--- src/rtl/bus_seq_prog_loader.sv ---
// Byte-stream loader for 13-bit sequencer program words into a RAM write port.
// Optional jump range check in the high-byte state: BUS_SEQ_LOADER_JMPCHK_EN.
module bus_seq_prog_loader #(
  parameter int ADDR_W = 8
) (
  input  logic              clk,
  input  logic              rst,
  input  logic              load_start,
  input  logic [7:0]        s_data,
  input  logic              s_valid,
  output logic              s_ready,
  output logic              prog_we,
  output logic [ADDR_W-1:0] prog_addr,
  output logic [12:0]       prog_wdata,
  output logic              busy,
  output logic              done,
  output logic              error,
  output logic [1:0]        err_code,
  output logic [ADDR_W:0]   word_count
);

  typedef enum logic [2:0] {
    IDLE,
    LO,
    HI,
    WRITE,
    DONE,
    ERR
  } state_t;

  localparam logic [ADDR_W-1:0] ADDR_MAX = '1;

  state_t      state;
  logic [7:0]  lo_q;
  logic        hs;
  logic        hi_bad;
  logic        jmp_bad;
  logic        is_stop;
  logic [12:0] word_nx;

  assign hs      = s_valid && s_ready;
  assign hi_bad  = |s_data[7:5];
  assign word_nx = {s_data[4:0], lo_q};
  assign is_stop = prog_wdata[3:0] == 4'd0;

`ifdef BUS_SEQ_LOADER_JMPCHK_EN
  localparam int TW = ADDR_W + 9;

  logic [7:0]    j_data;
  logic          j_is;
  logic [TW-1:0] t_addr;
  logic [TW-1:0] t_data;
  logic [TW-1:0] t_max;

  // Widened so neither the subtraction nor the sum can wrap.
  always_comb begin
    j_data  = {s_data[4:0], lo_q[7:5]};
    j_is    = !lo_q[0] &&
              (lo_q[3:1] == 3'd3 || lo_q[3:1] == 3'd5);
    t_addr  = TW'(prog_addr);
    t_data  = TW'(j_data);
    t_max   = TW'(ADDR_MAX);
    jmp_bad = 1'b0;
    if (j_is) begin
      if (lo_q[4]) jmp_bad = t_data > t_addr;
      else         jmp_bad = (t_addr + t_data) > t_max;
    end
  end
`else
  assign jmp_bad = 1'b0;
`endif

  always_ff @(posedge clk or posedge rst) begin
    if (rst) begin
      state      <= IDLE;
      lo_q       <= '0;
      s_ready    <= 1'b0;
      prog_we    <= 1'b0;
      prog_addr  <= '0;
      prog_wdata <= '0;
      busy       <= 1'b0;
      done       <= 1'b0;
      error      <= 1'b0;
      err_code   <= '0;
      word_count <= '0;
    end else begin
      unique case (1'b1)
        (state == IDLE || state == DONE || state == ERR): begin
          if (load_start) begin
            state      <= LO;
            s_ready    <= 1'b1;
            busy       <= 1'b1;
            prog_addr  <= '0;
            word_count <= '0;
            done       <= 1'b0;
            error      <= 1'b0;
            err_code   <= '0;
          end
        end
        (state == LO): begin
          if (hs) begin
            lo_q  <= s_data;
            state <= HI;
          end
        end
        (state == HI): begin
          if (hs) begin
            if (hi_bad || jmp_bad) begin
              state    <= ERR;
              s_ready  <= 1'b0;
              busy     <= 1'b0;
              error    <= 1'b1;
              err_code <= hi_bad ? 2'd1 : 2'd3;
            end else begin
              state      <= WRITE;
              s_ready    <= 1'b0;
              prog_we    <= 1'b1;
              prog_wdata <= word_nx;
            end
          end
        end
        (state == WRITE): begin
          prog_we    <= 1'b0;
          word_count <= word_count + 1'b1;
          if (is_stop) begin
            state <= DONE;
            busy  <= 1'b0;
            done  <= 1'b1;
          end else if (prog_addr == ADDR_MAX) begin
            state    <= ERR;
            busy     <= 1'b0;
            error    <= 1'b1;
            err_code <= 2'd2;
          end else begin
            state     <= LO;
            prog_addr <= prog_addr + 1'b1;
            s_ready   <= 1'b1;
          end
        end
        default: begin
          state   <= IDLE;
          s_ready <= 1'b0;
          prog_we <= 1'b0;
          busy    <= 1'b0;
        end
      endcase
    end
  end

endmodule

--- config.mk ---
export PLATFORM = sky130hd
export DESIGN_NAME = bus_seq_prog_loader
export DESIGN_NICKNAME = d
export VERILOG_FILES = /design/src/rtl/bus_seq_prog_loader.sv
export SDC_FILE = /design/constraint.sdc
export NUM_CORES = 1
export LEC_CHECK = 0
export CAP_MARGIN = 30
export CORE_MARGIN = 2
export CORE_UTILIZATION = 52
export CTS_BUF_LIST = sky130_fd_sc_hd__clkbuf_8
export CTS_CLUSTER_DIAMETER = 120
export DETAILED_ROUTE_END_ITERATION = 10
export GPL_TIMING_DRIVEN = 0
export PLACE_DENSITY = 0.82
export SYNTH_ARGS = -nofsm -noshare
export SYNTH_HDL_FRONTEND = slang
export SYNTH_SLANG_ARGS = --single-unit
--- constraint.sdc ---
create_clock -name clk -period 2.2 [get_ports clk]
set_input_delay 0.66 -clock clk [delete_from_list [all_inputs] [get_ports clk]]
set_output_delay 0.66 -clock clk [all_outputs]
set_load 0.03 [all_outputs]
; ---- Yosys cells after proc, flatten, opt, wreduce, memory -nomap -nowiden
; Cells that the tools add are included.
[word_totals]
regBits = 48
latchBits = 0
mem_bits_rw = 0
mem_bits_ro = 0
output_inout_bits = 37
word_cells = 91
n_memories = 0
[op_classes]
add_sub_neg = 2
mul = 0
div_mod_pow = 0
magnitude_cmp = 0
eq_ne = 16
shifts = 0
n_mux = 40
n_bitwise = 3
n_reduce_logical = 19
[op_table]
columns = cell, n
row1 = 2-to-1 mux 8 bit, 3
row2 = 2-to-1 mux 3 bit, 6
row3 = one-hot mux 9 bit (2 select lines), 1
row4 = 2-to-1 mux 1 bit, 16
row5 = != test 2 bit (second input constant), 8
row6 = one-hot mux 8 bit (2 select lines), 1
row7 = one-hot mux 3 bit (4 select lines), 1
row8 = AND reduction 3 bit, 4
row9 = 2-to-1 mux 2 bit, 5
row10 = AND reduction 5 bit, 2
row11 = adder 9 x 1 -> 9 bit (second input constant), 1
row12 = 2-to-1 mux 9 bit, 1
row13 = adder 8 x 1 -> 8 bit (second input constant), 1
row14 = equality test 8 bit (second input constant), 1
row15 = one-hot mux 1 bit (4 select lines), 2
row16 = equality test 3 x 2 -> 1 bit (second input constant), 2
row17 = equality test 3 bit (second input constant), 2
row18 = one-hot mux 2 bit (3 select lines), 1
row19 = AND reduction 6 bit, 1
row20 = zero test 4 bit, 1
row21 = one-hot mux 1 bit (2 select lines), 2
row22 = AND reduction 2 bit, 2
row23 = AND reduction 4 bit, 1
row24 = equality test 3 x 1 -> 1 bit (second input constant), 1
row25 = other kinds (11), 14

; ---- Logic depth before layout (Yosys ltp)
; Gate-level depths: netlist of the first run.
[logic_depth]
depth_word = 6
mapped_depth = 6
depth_no_buf = 6

; ---- Worst setup path after synthesis of the first run
; Ideal clock, no wire load.
[synth_timing]
path_kind = input port to flip-flop
start = input s_data[5]
end = register prog_wdata[10]
arrival_time_ns = 1.902
slack_ns = 0.174
path_stages = 4
n_path_buf = 1
path_cell_list = or3_4 > nor4_4 > buf_6 > mux2_2
[synth_between]
elab_chain_len = 3
[synth_lines]
columns = item, line_no
row1 = from (decl), 9  ; input logic [7:0] s_data,
row2 = OR reduction 3 bit, 42  ; assign hi_bad = |s_data[7:5];
row3 = inverter 1 bit (no source line), n/a
row4 = AND reduction 3 bit (no source line), n/a
row5 = to (signal assigned), 118  ; prog_wdata <= word_nx;
row6 = to (decl), 14  ; output logic [12:0] prog_wdata,
; No other way between the ends.
; A chain may end at the register's enable or synchronous reset.

; ---- Worst setup path in the final report of the first run
[layout_timing]
start = register word_count[3]
end = output word_count[3]
[layout_rtl]
columns = item, line_no
row1 = from (decl), 19  ; output logic [ADDR_W:0] word_count
row2 = from (signal assigned), 124  ; word_count <= word_count + 1'b1;
; No word-level cell between the ends.

==> results of run 1 <==
-- registers in the layout, summed over array words and instances (netlist names) --
name and flops:
err_code 2, word_count 9, prog_addr 8, prog_wdata 13, lo_q 8, error 1, s_ready 1, state 3
done 1, busy 1, prog_we 1
-- power by group through the flow --
stage	Clock (mW)	Sequential, mW	Combinational [mW]
after floorplan	0	1.61	0.798
after global placement	0	1.34	1.56
after detailed placement	0	1.36	1.59
after CTS	0.644	1.34	1.60
after global routing	0.681	1.38	1.72
final	0.637	1.34	1.59
-- placed cells by master, fill, tap and decap left out, drive strengths merged, types with 5 or more instances in the layout --
master / synthesis / routed
a21oi: 16 / 16
a31oi: 7 / 7
nand3: 8 / 8
dfrtp: 48 / 48
clkbuf: 1 / 6
clkdlybuf4s50: 0 / 47
and3: 5 / 5
mux2: 25 / 25
buf: 5 / 8
nand2: 17 / 17
nor2: 17 / 17
o21ai: 15 / 15
-- per-stage QoR --
step	TNS [ps]	utilization	cells	hold slack [ps]	total power [mW]
finish	0	0.7197	305	494.4	3.567
global route	0	0.7197	305	513.8	3.781
CTS	0	0.7172	304	497.1	3.583
detailed placement	-7352	0.6879	295	478.8	2.948
global placement	-31260	0.6830	294	473.7	2.897
floorplan	0	-	196	475.0	2.406
-- kinds of logic after synthesis --
logic type               share of synthesized area
multiplexers                                0.1263
AND/OR/NAND/NOR                             0.1651
buffers and inverters                      0.01852
flip-flops                                  0.5390
adder cells (fa/ha/maj)                    0.01123
AO/OA/AOI/OAI                               0.1359
XOR/XNOR                                  0.003931
-- layout make-up --
| type | count | area, um2 | area share |
|---|---|---|---|
| sequential | 48 | 1201 | 0.4113 |
| multi-input combinational | 141 | 988.4 | 0.3385 |
| timing repair buffer | 51 | 515.5 | 0.1765 |
| clock buffer | 5 | 68.82 | 0.02356 |
| tap | 50 | 62.56 | 0.02142 |
| clock inverter | 3 | 42.54 | 0.01457 |
| buffer | 6 | 37.54 | 0.01285 |
| inverter | 1 | 3.754 | 0.001285 |
-- how the worst min path moves through the flow --
| stage | start | endpoint | slack (ps) | cells past startpoint |
|---|---|---|---|---|
| 2_1_floorplan | lo_q[0] | lo_q[0] | 470 | 1 |
| 3_3_place_gp | word_count[8] | word_count[8] | 470 | 1 |
| 3_5_place_dp | word_count[8] | word_count[8] | 480 | 1 |
| 4_1_cts | word_count[8] | word_count[8] | 500 | 1 |
| 5_1_grt | prog_we | prog_we | 510 | 1 |
| 6_report | prog_we | prog_we | 490 | 1 |
-- timing repair --
action                     4_1_cts  5_1_grt
hold endpoints to repair         0        0
cloned                           0        1
buffers inserted                 1        0
pin swaps                        1        2
setup endpoints to repair        9       17
hold buffers                     0        0
resized for setup                0        2
-- routing by layer --
layer,track usage,up-vias,wire [um]
met1,0.2604,848,1962
li1,-,835,-
met4,0.04575,0,43
met3,0.06105,4,332
met5,0,-,0
met2,0.3355,66,2254
==> flow_summary.ini, run 1 <==
[cts]
cts_max_path_buffers = 2
cts-htree-levels = 2
worstSkewPairLatency_ps = 310
clock_sinks = 48
clkSlewWorstSetupHoldPaths_ps = 90
numCtsBuffers = 5
cts_root_buf = clkbuf_8
cts_tree = done

[sta]
relSlewSlack = 0.5304
fin_crit_ps = 2124
rsz0062_at_grt = false
final-setup-viol-count = 0
tightest_slew_ps = 700.6
timing_hold_violations_final = 0
worst_clock_skew_ps = 7.403
setup_ws_ps = 76.11
slew_violations = 0
max_freq_mhz = 470.8
finalCritPeriodShare = 0.9654

[die]
io-pin-count = 49
die_h_um = 69.46
dieWidth_um = 69.46
die_area_um2 = 4825
num_rows = 23
start_util = 0.5492
core_area_um2 = 4058

[layout]
n_antenna_cell = 0
fillerInstances = 292
drive_above_1_share = 0.2196
fin_area_um2 = 2920
area_delta_synth_final_pct = 31.05
layout.nets = 268

[yosys]
synth_nets = 210
yosys.area.top_type_share = 0.5390
synthFlopType = dfrtp_1
yosys.area.top_type = dfrtp_1
syn-cell-area_um2 = 2228
yosys-top-cells-area = dfrtp_1, mux2_2, a21oi_1
synth_edf_count = 0
synth_seq_area_share = 0.5390
synthCells = 196
synthTopCellsByCount = dfrtp_1, mux2_2, nor2_1
synth-seq-cells = 48
synth_warnings = 0
ys_async_sr_fraction = 1.000
synth_most_common_cell = dfrtp_1
ys_types = 41
synth.avg_cell_area_um2 = 11.37

[pwr]
seq_power_share = 0.376
pwr-share-comb = 0.446
p_per_area_nw_per_um2 = 1222
power.share.clock = 0.179
intPower_mw = 2.162
swShare = 0.3939
leakagePower_nw = 1.308
p_switching_mw = 1.405
ir_drop_mv = 0.7702

[worst_setup_path]
rrSetupSlack_ps = 290
worst-r2r-cell-count = 5
reg2reg_from = prog_addr[0]
cp_top_family = buffers and inverters
cp_cell_sequence = clkdlybuf4s50_1
path_depth = 1
crit_fanout = 7
reg2reg_to = err_code[0]
crit_type = reg2out
worstPathRequired_ps = 1540
slowest_stage = clkdlybuf4s50_1
crit_path_start = word_count[3]
worstPathBufferInverterCount = 1
end_kind = primary output
crit_end = word_count[3]
cp-start-kind = flop
crit_arrival_ps = 1460
cpPeakStageDelay_ps = 700

[route]
routed_wirelength_mm = 4.593
vias = 1753
drc = 0
routedWlPerCell_um = 15.06
first_iter_violations = 137
viasPerCell = 5.748
drt-pass1-iter-count = 4
ant_nets = 0

[placement]
dpl.hpwl_mm = 3.282
placed_area_um2 = 2791
portBuffers = 48
gp_congestion = 0.8480
pre_cts_slack_ps = -400.7

[grt]
grt_pass1_vias = 1716
grt_pass1_wl_mm = 7.852
antenna_found_initial = 0
track_usage = 0.2015
grt_max_degree = 28
grt_overflow = 0

[job]
drv_cap = 0

[status]
status = finished clean

[min_path]
hp-class = reg2reg
(Power assumes the default switching activity.)
==> run 2: changes to the inputs <==
Settings changed: CORE_UTILIZATION 52 to 55, GPL_ROUTABILITY_DRIVEN from default to 0, PLACE_DENSITY 0.82 to 0.86.
Clock period 2.2 ns to 2.74 ns, I/O delays scaled along.
==> run 2 against run 1 <==
  * Clock-buffer cell count did not move
  * Sequential power fell by 19%
  * First-iteration DRC count fell by 20%
  * Global-route usage grew 2.7 points
  * Via count decreased by 2.0%
  * Sequential cell count unchanged
  * Power decreased by 20%
  * Worst hold slack improved by 5.3 ps
  * Critical path type is now in2reg
  * Largest cell class unchanged
  * Largest power group unchanged
  * Highest routed layer unchanged
==> flow_summary.ini, run 2 (synthesis gave the netlist of run 1 again) <==
[sta]
fin_setup_tns_ps = 0
max_freq_mhz = 407.4
finalCritPeriodShare = 0.8959
timing_hold_violations_final = 0
relSlewSlack = 0.5349
rsz0062_at_grt = false
tightest_slew_ps = 693.8
final-setup-viol-count = 0
fin_crit_ps = 2455
worst_clock_skew_ps = 4.495
slew_violations = 0
hold_ws_ps = 499.7

[worst_setup_path]
slowest_stage = or3_4
rrSetupSlack_ps = 850
crit_fanout = 10
crit_arrival_ps = 2640
end_kind = flop
cpPeakStageDelay_ps = 430
crit_type = in2reg
worstPathBufferInverterCount = 2
cp_top_family = simple AND/OR/NAND/NOR gates
cp-start-kind = primary input
cp_cell_sequence = clkdlybuf4s50_1, or3_4, nor4_4, buf_6, mux2_2
worstPathRequired_ps = 2930

[route]
drt-pass1-iter-count = 4
drc = 0
first_iter_violations = 109
routedWlPerCell_um = 15.28
viasPerCell = 5.670
routed_wirelength_mm = 4.630
ant_nets = 0
vias = 1718

[die]
dieWidth_um = 67.65
die_area_um2 = 4577
core_area_um2 = 3943
start_util = 0.5652
io-pin-count = 49
die_h_um = 67.65
num_rows = 23

[layout]
largest-register = prog_wdata
n_antenna_cell = 0
layout.nets = 266
fin_area_um2 = 2899
final_cell_mix = dfrtp_1, clkdlybuf4s50_1, mux2_2
drive_above_1_share = 0.2055
fillerInstances = 308
largestRegisters = prog_wdata (13), word_count (9)
largest_reg_flops = 13
area_delta_synth_final_pct = 30.10

[cts]
clock_sinks = 48
cts-htree-levels = 2
worstSkewPairLatency_ps = 300
ctsHoldBuffers = 0
clkSlewWorstSetupHoldPaths_ps = 80
cts_resized = 0
cts_max_path_buffers = 2
cts_root_buf = clkbuf_8
cts_tree = done
numCtsBuffers = 5
postCtsSetupBuffers = 0

[placement]
dpl.hpwl_mm = 3.350
portBuffers = 48
placed_area_um2 = 2791

[status]
status = finished clean

[job]
drv_cap = 0

[grt]
track_usage = 0.2284
grt_pass1_wl_mm = 7.686
antenna_found_initial = 0
grt_max_degree = 32
grt_overflow = 0
grt_pass1_vias = 1689

[pwr]
leakagePower_nw = 1.283
p_per_area_nw_per_um2 = 983.6
ir_drop_mv = 0.5297

[min_path]
hp-class = reg2reg
[run 2: final cells by class]
cell class,instances,area (um2),area share
multi-input cells,141,985.9,0.3401
clock inverters,3,38.79,0.01338
plain buffers,6,37.54,0.01295
well taps,50,62.56,0.02158
clock buffers,5,68.82,0.02374
inverters,1,3.754,0.001295
repair buffers,49,500.5,0.1726
flip-flops and latches,48,1201,0.4143
[run 2: layer usage]
| layer | wire [um] | vias up | global-route usage |
|---|---|---|---|
| met5 | 0 | - | 0 |
| met4 | 91 | 0 | 0.09949 |
| met3 | 257 | 9 | 0.07000 |
| met2 | 2341 | 63 | 0.3824 |
| met1 | 1939 | 822 | 0.2702 |
| li1 | - | 824 | - |
[run 2: final timing paths]
kind                       cells after the start        endpoint           from
min reg2reg                                    1   word_count[8]  word_count[8]
max in group asynchronous                      3   word_count[7]            rst
min                                            1   word_count[8]  word_count[8]
max reg2reg                                    5     err_code[1]   prog_addr[0]
max                                            5  prog_wdata[10]      s_data[5]
min in group asynchronous                      2    prog_addr[1]            rst
[run 2: power by group]
part	internal, mW	total, mW	switching, mW
clock network	0.267	0.491	0.224
logic	0.558	1.28	0.726
registers	0.908	1.08	0.168
[run 2: metrics by stage]
stage	setup slack [ps]	utilization	total power [mW]	instances
finish	285.3	0.7353	2.851	303
global route	185.9	0.7353	3.031	303
CTS	266.8	0.7353	2.870	303
detailed placement	-57.42	0.7080	2.368	295
global placement	-107.3	0.7030	2.322	294
floorplan	551.6	-	1.932	196
==> run 3: changes to the inputs <==
Settings changed: CELL_PAD_IN_SITES_DETAIL_PLACEMENT from default to 1, CELL_PAD_IN_SITES_GLOBAL_PLACEMENT from default to 2, CORE_UTILIZATION 55 to 36, GPL_ROUTABILITY_DRIVEN 0 to default, PLACE_DENSITY 0.86 to default, PLACE_DENSITY_LB_ADDON from default to 0.1.
==> run 3 against run 2 <==
  * Sequential cell count stayed put
  * Maximum frequency down 1.4%
  * Cell area grew 1.6%
  * Power is 2.3% higher
  * Critical path depth unchanged
  * Critical endpoint is now prog_wdata[11]
  * Final cell count up 8.3%
  * Largest cell class unchanged
  * Clock skew is 7.1 ps higher
  * Sequential power about the same
==> flow_summary.ini, run 3 (synthesis gave the netlist of run 1 again) <==
[layout]
layout.nets = 266
largest-register = prog_wdata
area_delta_synth_final_pct = 32.12
fin_area_um2 = 2944
drive_above_1_share = 0.2095
largestRegisters = prog_wdata (13), word_count (9)
final_cell_mix = dfrtp_1, clkdlybuf4s50_1, mux2_2
largest_reg_flops = 13
n_antenna_cell = 0

[cts]
cts_resized = 0
numCtsBuffers = 5
cts_tree = done
postCtsSetupBuffers = 0
cts_root_buf = clkbuf_8
worstSkewPairLatency_ps = 300
cts-htree-levels = 2
clock_sinks = 48
clkSlewWorstSetupHoldPaths_ps = 90
cts_max_path_buffers = 2
ctsHoldBuffers = 0

[route]
routed_wirelength_mm = 5.282
wl_met3_um = 181
drc = 0
ant_nets = 0
routedWlPerCell_um = 16.10
vias = 1735
drt-pass1-iter-count = 4
met1_length_mm = 2.512
routed-wl-met2_mm = 2.538
first_iter_violations = 39
highest_layer = met4
viasPerCell = 5.290

[pwr]
leakagePower_nw = 1.285
p_total_mw = 2.917
ir_drop_mv = 0.3887
p_per_area_nw_per_um2 = 990.7

[sta]
tightest_slew_ps = 756.6
final-setup-viol-count = 0
rsz0062_at_grt = false
timing_hold_violations_final = 0
max_freq_mhz = 401.8
worst_clock_skew_ps = 11.60
relSlewSlack = 0.4910
finalCritPeriodShare = 0.9083
fin_crit_ps = 2489
slew_violations = 0

[grt]
grt_overflow = 0
grt_pass1_wl_mm = 9.080
antenna_found_initial = 0
track_usage = 0.1745
grt_max_degree = 30
grt_pass1_vias = 1838

[status]
status = finished clean

[die]
die_area_um2 = 6835
core_area_um2 = 5956
dieWidth_um = 82.68
io-pin-count = 49
start_util = 0.3742
die_h_um = 82.68
num_rows = 28

[min_path]
hp-class = reg2reg
hp-start = prog_we

[worst_setup_path]
end_kind = flop
cp_top_family = simple AND/OR/NAND/NOR gates
crit_type = in2reg
crit_end = prog_wdata[11]
reg2reg_to = err_code[1]
cp-start-kind = primary input
slowest_stage = or3_4
crit_arrival_ps = 2680
worstPathRequired_ps = 2930
cpPeakStageDelay_ps = 430
worstPathBufferInverterCount = 2
crit_path_start = s_data[5]
rrSetupSlack_ps = 790
crit_fanout = 10
cp_cell_sequence = clkdlybuf4s50_1, or3_4, nor4_4, buf_6, mux2_2
worst-r2r-cell-count = 5
path_depth = 5
reg2reg_from = prog_addr[1]

[placement]
placed_area_um2 = 2823
gp_congestion = 0.7664
dpl.hpwl_mm = 3.876
portBuffers = 48

[job]
drv_cap = 0
## run 3: cell types whose count changed in the layout (fill, tap and decap cells not counted)
cell      before  now
clkinv_4       0    1
clkinv_2       1    0
inv_1          1    0
clkbuf_8       5    6
## run 3: cell type report
type,count,area [um2]
multi-input combinational,141,985.9
clock buffer,6,82.58
fill,660,3012
buffer,6,37.54
sequential,48,1201
clock inverter,2,38.79
inverter,1,3.754
tap,75,93.84
timing repair buffer,49,500.5
## run 3: metrics by stage
step	hold WS, ps	setup TNS [ps]	util	setup slack [ps]	cells
floorplan	475.0	0	-	551.6	196
global placement	469.6	-11950	0.4706	-238.8	319
detailed placement	491.4	-645.6	0.4740	-83.74	320
CTS	513.8	0	0.4943	245.7	328
global route	536.0	0	0.4943	189.0	328
finish	505.4	0	0.4943	251.3	328
## run 3: worst min path at each step
stage	endpoint	slack, ps	depth (start not counted)
2_1_floorplan	lo_q[0]	470	1
3_3_place_gp	word_count[8]	470	1
3_5_place_dp	prog_we	490	1
4_1_cts	prog_we	510	1
5_1_grt	error	540	1
6_report	prog_we	510	1
## run 3: power breakdown
group	switching, mW	internal (mW)
combinational	0.742	0.557
sequential	0.169	0.908
clock	0.242	0.299
## run 3: metal layers
layer	global-route usage	vias up
met5	0	-
met4	0.04426	0
met3	0.04022	6
met2	0.2718	31
met1	0.2452	867
li1	-	831
## run 3: worst register-to-register path: stages (launching register included)
cell and delay, ps:
dfrtp_1 410, ha_1 230, and4_1 360, a21oi_2 140, a211oi_2 330, mux2_2 380
